## src/rtl/seg7_scan_ctrl.sv

```systemverilog
// Multiplexed N-digit 7-segment scanner with dp, blink, leading-zero suppression and blank gap.
// Latency: seg_out/an_out are registered one cycle after the (cnt, idx) scan state.
// Backpressure: none; free-running scan, and data_in is sampled once per frame.
module seg7_scan_ctrl #(
  parameter int NUM_DIGITS   = 4,
  parameter int SCAN_DIV     = 100000,
  parameter int BLANK_CYCLES = 1000,
  parameter int BLINK_DIV    = 50
) (
  input  logic                    clk,
  input  logic                    rst,
  input  logic [4*NUM_DIGITS-1:0] data_in,
  input  logic [NUM_DIGITS-1:0]   dp_mask,
  input  logic [NUM_DIGITS-1:0]   blink_mask,
  input  logic                    lzs_en,
  output logic [7:0]              seg_out,
  output logic [NUM_DIGITS-1:0]   an_out,
  output logic                    frame_start
);

  localparam int CW = $clog2(SCAN_DIV);
  localparam int IW = (NUM_DIGITS > 1) ? $clog2(NUM_DIGITS) : 1;
  localparam int BW = (BLINK_DIV > 1) ? $clog2(BLINK_DIV) : 1;

  localparam logic [CW-1:0] CNT_MAX   = CW'(SCAN_DIV - 1);
  localparam logic [CW-1:0] CNT_BLANK = CW'(BLANK_CYCLES);
  localparam logic [IW-1:0] IDX_MAX   = IW'(NUM_DIGITS - 1);
  localparam logic [BW-1:0] BLINK_MAX = BW'(BLINK_DIV - 1);

  logic [CW-1:0]              cnt;
  logic [IW-1:0]              idx;
  logic [NUM_DIGITS-1:0][3:0] shadow;
  logic [NUM_DIGITS-1:0]      dp_lat;
  logic [NUM_DIGITS-1:0]      blink_lat;
  logic                       lzs_lat;
  logic [BW-1:0]              blink_cnt;
  logic                       blink_on;

  logic                       frame_load;
  logic                       slot_end;
  logic                       frame_end;
  logic [NUM_DIGITS-1:0]      lz_blank;
  logic                       lz_run;
  logic [3:0]                 cur_code;
  logic                       cur_blank;
  logic [7:0]                 seg_nxt;
  logic [NUM_DIGITS-1:0]      an_nxt;

  assign frame_load = (cnt == '0) && (idx == '0);
  assign slot_end   = (cnt == CNT_MAX);
  assign frame_end  = slot_end && (idx == IDX_MAX);

  // Segment pattern {a,b,c,d,e,f,g,dp} for one digit code; unknown codes are blank.
  function automatic logic [7:0] decode(input logic [3:0] code);
    case (code)
      4'h0:    decode = 8'hFC;
      4'h1:    decode = 8'h60;
      4'h2:    decode = 8'hDA;
      4'h3:    decode = 8'hF2;
      4'h4:    decode = 8'h66;
      4'h5:    decode = 8'hB6;
      4'h6:    decode = 8'hBE;
      4'h7:    decode = 8'hE0;
      4'h8:    decode = 8'hFE;
      4'h9:    decode = 8'hF6;
      4'hC:    decode = 8'h02;
      default: decode = 8'h00;
    endcase
  endfunction

  // Slot timer and digit index; idx advances when the slot timer wraps.
  always_ff @(posedge clk) begin
    if (rst) begin
      cnt <= '0;
      idx <= '0;
    end else if (slot_end) begin
      cnt <= '0;
      idx <= (idx == IDX_MAX) ? '0 : idx + 1'b1;
    end else begin
      cnt <= cnt + 1'b1;
    end
  end

  // Frame latch: snapshot digits and masks at the start of digit 0's slot.
  always_ff @(posedge clk) begin
    if (rst) begin
      shadow    <= '1;
      dp_lat    <= '0;
      blink_lat <= '0;
      lzs_lat   <= 1'b0;
    end else if (frame_load) begin
      shadow    <= data_in;
      dp_lat    <= dp_mask;
      blink_lat <= blink_mask;
      lzs_lat   <= lzs_en;
    end
  end

  // Blink phase: toggles every BLINK_DIV completed frames.
  always_ff @(posedge clk) begin
    if (rst) begin
      blink_cnt <= '0;
      blink_on  <= 1'b1;
    end else if (frame_end) begin
      if (blink_cnt == BLINK_MAX) begin
        blink_cnt <= '0;
        blink_on  <= ~blink_on;
      end else begin
        blink_cnt <= blink_cnt + 1'b1;
      end
    end
  end

  // Leading-zero map: digit i>0 is blank while it and every higher digit are 0 or F.
  always_comb begin
    lz_blank = '0;
    lz_run   = 1'b1;
    for (int i = NUM_DIGITS - 1; i >= 1; i--) begin
      lz_run      = lz_run & ((shadow[i] == 4'h0) || (shadow[i] == 4'hF));
      lz_blank[i] = lz_run & lzs_lat;
    end
  end

  // Next segment/anode values; the blank gap keeps decode off the shadow load cycle.
  always_comb begin
    cur_code  = shadow[idx];
    cur_blank = (blink_lat[idx] & ~blink_on) | lz_blank[idx];
    seg_nxt   = 8'h00;
    an_nxt    = '0;
    if (cnt >= CNT_BLANK) begin
      an_nxt = NUM_DIGITS'(1) << idx;
      if (!cur_blank) begin
        seg_nxt = decode(cur_code) | {7'b0, dp_lat[idx]};
      end
    end
  end

  // Output registers.
  always_ff @(posedge clk) begin
    if (rst) begin
      seg_out     <= 8'h00;
      an_out      <= '0;
      frame_start <= 1'b0;
    end else begin
      seg_out     <= seg_nxt;
      an_out      <= an_nxt;
      frame_start <= frame_load;
    end
  end

endmodule

```

## config.mk

```make
export PLATFORM = sky130hd
export DESIGN_NAME = seg7_scan_ctrl
export DESIGN_NICKNAME = d
export VERILOG_FILES = /design/src/rtl/seg7_scan_ctrl.sv
export SDC_FILE = /design/constraint.sdc
export NUM_CORES = 1
export LEC_CHECK = 0
export BUFFER_PORTS_ARGS = -buffer_cell sky130_fd_sc_hd__buf_2
export CAP_MARGIN = 40
export CORE_UTILIZATION = 55
export DETAILED_ROUTE_END_ITERATION = 8
export PLACE_DENSITY = 0.86
export SYNTH_ARGS = -nofsm -noshare
export SYNTH_HDL_FRONTEND = slang
export SYNTH_SLANG_ARGS = --single-unit
```

## constraint.sdc

```tcl
create_clock -name clk -period 2.8 [get_ports clk]
set_input_delay 0 -clock clk [delete_from_list [all_inputs] [get_ports clk]]
set_output_delay 0 -clock clk [all_outputs]
set_load 0.05 [all_outputs]
```

**Word-level counts from Yosys, hierarchy flattened**

Memory sizes are Yosys's and may differ from the RTL's.
Index checks and enable logic that the tools add are counted.

- Logic and storage cells: 63
- Register bits after elaboration: 64
- Bits of input ports: 27
- Memory bits (read-only): 112
- Memories kept: 1

- Muxes and demuxes: 12
- Bitwise gates (word level): 10
- Shifts and indexed selects: 1
- Add/sub/neg operators: 3
- Magnitude comparators: 2
- Reductions and logical operators: 14
- Equality and inequality tests: 6

Memories:

| memory | words | bits a word | read ports | clocked after Yosys merged registers in | wr ports | line | RTL |
|---|---|---|---|---|---|---|---|
| (name not given) | 16 | 7 | 1 | 0 | 0 | 55 | `case (code)` |

Operators by type and width:

| kind | number |
|---|---|
| adder 17 x 1 -> 17 bit (second input constant) | 1 |
| equality test 17 bit (second input constant) | 1 |
| greater-or-equal comparator 17 x 10 -> 1 bit (second input constant) | 1 |
| logical NOT 17 bit | 1 |
| two-way mux 8 bit | 2 |
| equality test 4 bit (second input constant) | 3 |
| logical NOT 4 bit | 3 |
| binary-select mux 4 bit (select 2 bit) | 1 |
| bitwise OR 8 x 1 -> 8 bit | 1 |
| adder 6 x 1 -> 6 bit (second input constant) | 1 |
| AND 1 bit | 6 |
| binary-select mux 1 bit (select 2 bit) | 3 |
| equality test 6 bit (second input constant) | 1 |
| two-way mux 6 bit | 1 |
| two-way mux 4 bit | 1 |
| OR reduction 2 bit | 2 |
| << shifter 1 x 2 -> 4 bit (first input constant) | 1 |
| logical OR 1 bit | 3 |
| less-than comparator 2 x 3 -> 1 bit (second input constant) | 1 |
| two-way mux 1 bit | 3 |
| OR reduction 3 bit | 1 |
| adder 2 x 1 -> 2 bit (second input constant) | 1 |
| equality test 2 bit (second input constant) | 1 |
| logical AND 1 bit | 2 |
| 5 further kinds | 6 |

**Depth between registers and ports, before layout**

- Depth in word-level cells: 11
- Mapped depth: 9

**Least setup slack after synthesis**

Ideal clock, no wire load.

- Kind: reg2reg
- Start: reg idx[0]
- End: reg seg_out[4]
- Cell stages (with the launch flop): 8
- Path slack: 787 ps
- Path buffers: 1
- Period minus slack after synthesis: 2013 ps
- Arrival time: 1884 ps
- Setup time: 130 ps
- Cells stage by stage: dfxtp_1 buf_4 mux4_2 inv_1 ha_1 nand2b_1 a21oi_1 nor3_1

- Longest elaborated chain between the ends: 6
- Elaborated cells on any way between the ends: 13
- Classes of those cells: 8 x mux; 3 x bitwise; 1 x reduce/logical; 1 x memory

Ends and longest elaborated chain:

| element | line | RTL |
|---|---|---|
| start, declared | 31 | `logic [IW-1:0] idx;` |
| start signal, assigned | 78 | `idx <= (idx == IDX_MAX) ? '0 : idx + 1'b1;` |
| binary-select mux 4 bit (select 2 bit) | 126 | `cur_code = shadow[idx];` |
| two-way mux 4 bit (implied by the code) | 126 |  |
| memory (16 x 7 bit) | n/a |  |
| two-way mux 8 bit | 132 | `if (!cur_blank) begin` |
| two-way mux 8 bit | 130 | `if (cnt >= CNT_BLANK) begin` |
| bitwise OR 8 x 1 -> 8 bit | 133 | `seg_nxt = decode(cur_code) \| {7'b0, dp_lat[idx]};` |
| end signal, assigned | 145 | `seg_out <= seg_nxt;` |
| end, declared | 16 | `output logic [7:0] seg_out,` |

Parallel ways exist; a longest one is shown, timed or not. The select of a mux whose other input is x is not followed.
A chain may end at the register's enable or synchronous reset.

**Worst setup path in the final report**

- Start: reg idx[0]
- End: reg shadow[5] in the netlist's numbering

- Longest elaborated chain between the ends: 2

Ends and longest elaborated chain:

| element | line | RTL |
|---|---|---|
| logical NOT 2 bit | 49 | `assign frame_load = (cnt == '0) && (idx == '0);` |
| logical AND 1 bit | 49 |  |
| end signal, assigned | 92 | `shadow <= data_in;` |
| end, declared | 32 | `logic [NUM_DIGITS-1:0][3:0] shadow;` |

No other way between the ends.

==> results.json <==
{
  "grtUsageTotal_pct": 24.1,
  "synth_nets": 347,
  "nFillCells": 363,
  "synth-main-ff-cell": "dfxtp_1",
  "ir_worst_vdd_uv": 435,
  "cts_tree": "done",
  "antenna_found_initial": 0,
  "cts_setup_buffers": 0,
  "yosysTopAreaCell": "dfxtp_1",
  "grt_pass1_wl_mm": 10.1,
  "cp_slowest_cell": "and3_2",
  "crit_path_start_kind": "register",
  "root_buffer": "clkbuf_8",
  "min-delay-start": "rst",
  "yosysSeqAreaShare_pct": 43.0,
  "synth_cell_types": 44,
  "grt-ovfl-total": 0,
  "avgSynthCellArea_um2": 9.67,
  "p_total_mw": 1.98,
  "critical_path.max_fanout": 41,
  "crit_buf_inv": 1,
  "tightest_slew_ns": 0.819,
  "fin_crit_ns": 2.42,
  "dieArea_mm2": 0.00571,
  "syn_area_mm2": 0.00298,
  "io_buffers": 39,
  "setup_slack_ns": 0.384,
  "fin_util_pct": 69.7,
  "num_vias": 2477,
  "fmax_ghz": 0.414,
  "syn2layout_area_growth_pct": 21.0,
  "synth_area_leaders": "dfxtp_1 (43%), ha_1 (5.0%), nor2_1 (5.0%)",
  "final_max_slew_viol_count": 0,
  "drcViolationCount": 0,
  "final_nets": 408,
  "ys_top_cells_by_count": "dfxtp_1 (64), nor2_1 (40), nor2b_1 (18), a211o_1 (17), nand2_1 (15)",
  "cp.required_ns": 3.03,
  "clk_latency_ns": 0.34,
  "ys_seq_elements": 64,
  "routedWlPerCell_um": 14.4,
  "p_per_area_mw_per_mm2": 548,
  "grt_pass1_vias": 2256,
  "hold_violations": 0,
  "worstHoldPathType": "in2reg",
  "gp_congestion": 0.853,
  "drtAntennaViolNets": 0,
  "drtPass1Iterations": 4,
  "rsz0062_at_grt": "no",
  "setup_tns_ns": 0,
  "dp_hpwl_mm": 3.94,
  "fin_crit_sh_pct": 86.3,
  "cts_max_level": 3,
  "reg2reg_slack_ns": 0.38,
  "r2r-end": "shadow[5]",
  "vias_per_cell": 5.60,
  "post-place-ws_ns": 0.464,
  "synth_edf_count": 0,
  "cp_slowest_stage_delay_ns": 0.73,
  "status": "completed",
  "io_pins": 40,
  "yosysMostFrequentCell": "dfxtp_1",
  "clock_sinks": 64,
  "clock_skew_ns": 0.00622,
  "syn_inst": 308,
  "design_area_mm2": 0.00361,
  "die_y_um": 75.6,
  "start_util_pct": 57.6,
  "rr_startpoint": "idx[0]",
  "ys_warn_count": 0,
  "clockBufferDepth": 2,
  "r2r_cells": 6,
  "endpoint_kind": "register",
  "arrival_ns": 2.65,
  "cts_buffers": 9,
  "path_clk_slew_ns": 0.06,
  "dpl_cell_area_mm2": 0.00318,
  "power.leakage_nw": 1.52,
  "crit_chain": "inv_1, ha_1, and3_1, and3_2, nor2b_1, a211o_1",
  "maxCapViolations": 0,
  "synth_top_area_share_pct": 43.0,
  "wirelength_mm": 6.37,
  "die_w_um": 75.6,
  "slew-limit-headroom_pct": 45.4,
  "setup_violations": 0,
  "whs_endpoint": "blink_lat[3]",
  "path_class": "reg2reg",
  "fp.coreArea_mm2": 0.00517,
  "drt_iter0_markers": 172,
  "floorplan.rows": 26,
  "synthArstFlopShare_pct": 0,
  "grt_max_degree": 42,
  "hold_depth": 2,
  "cp_top_family": "simple AND/OR/NAND/NOR gates",
  "antennaDiodeCount": 0,
  "final_layout_size_suffix_gt1_share_pct": 17.2
}
-- repair_timing --
action                                  CTS  global route
resized for setup                         0             0
hold buffers                             25             0
endpoints found under the setup margin    0             0
hold endpoints to repair                 25             0
-- cell type report --
cell class,count,area (um^2),area share (%)
tap,70,87.6,2.43
inverter,10,37.5,1.04
sequential,64,1280,35.5
clock buffer,14,173,4.79
timing repair buffer,64,445,12.4
multi-input combinational,220,1580,43.9
-- cells in the final DEF, fill, tap and decap left out, drive strengths merged, types with 5 or more instances in the layout --
master / netlist / layout
clkbuf: 3 / 14
a21oi: 14 / 14
nor2b: 18 / 18
inv: 10 / 10
xor2: 12 / 12
or4: 5 / 5
ha: 12 / 12
buf: 11 / 39
mux4: 5 / 5
dlygate4sd3: 0 / 25
nor2: 40 / 40
nand4: 10 / 10
nor3: 8 / 8
mux2i: 14 / 14
nand3: 8 / 8
o21ai: 5 / 5
dfxtp: 64 / 64
nand2: 15 / 15
and3: 9 / 9
a211o: 17 / 17
-- worst register-to-register path, cell delays in order (launching register included) --
cell	delay, ns
dfxtp_1	0.52
inv_1	0.19
ha_1	0.22
and3_1	0.16
and3_2	0.73
nor2b_1	0.18
a211o_1	0.31
-- worst max-delay path by stage --
stage	from	cells past startpoint	endpoint
after CTS	idx[0]	5	shadow[15]
after global placement	idx[0]	5	shadow[0]
final	idx[0]	6	shadow[5]
after floorplan	idx[0]	7	seg_out[4]
after detailed placement	idx[0]	5	shadow[3]
after global routing	idx[0]	6	shadow[5]
-- power by group --
part	switching, mW	leakage (nW)	total (mW)	internal (mW)
registers	0.0384	0.523	0.996	0.958
clock network	0.319	0.0886	0.704	0.385
logic	0.137	0.910	0.274	0.137
-- metal layers --
metal,vias to the layer above,GRT usage (%),share of wire [%]
met5,-,0,0
met4,0,8.85,1.4
met2,62,38.9,50
met1,1193,29.6,45
met3,8,9.13,4.4
li1,1214,-,-
-- registers in the layout, indices dropped and copies added, names as in the netlist, 2 cells and up --
| name | flops |
|---|---|
| an_out | 4 |
| blink_cnt | 6 |
| blink_lat | 4 |
| cnt | 17 |
| dp_lat | 4 |
| idx | 2 |
| seg_out | 8 |
| shadow | 16 |
-- through the flow --
step | hold slack [ns] | instances
after global placement | 0.202 | 403
after CTS | 0.190 | 442
after detailed placement | 0.206 | 403
final | 0.198 | 442
after floorplan | 0.118 | 308
after global routing | 0.206 | 442
-- kinds of logic after synthesis --
family / synth area share [%]
fa+ha+maj: 5.04
compound gates: 10.4
xor+xnor: 4.41
buf+inv: 3.91
simple gates: 24.4
flops: 43.0
mux: 8.86
(Power assumes the default switching activity.)
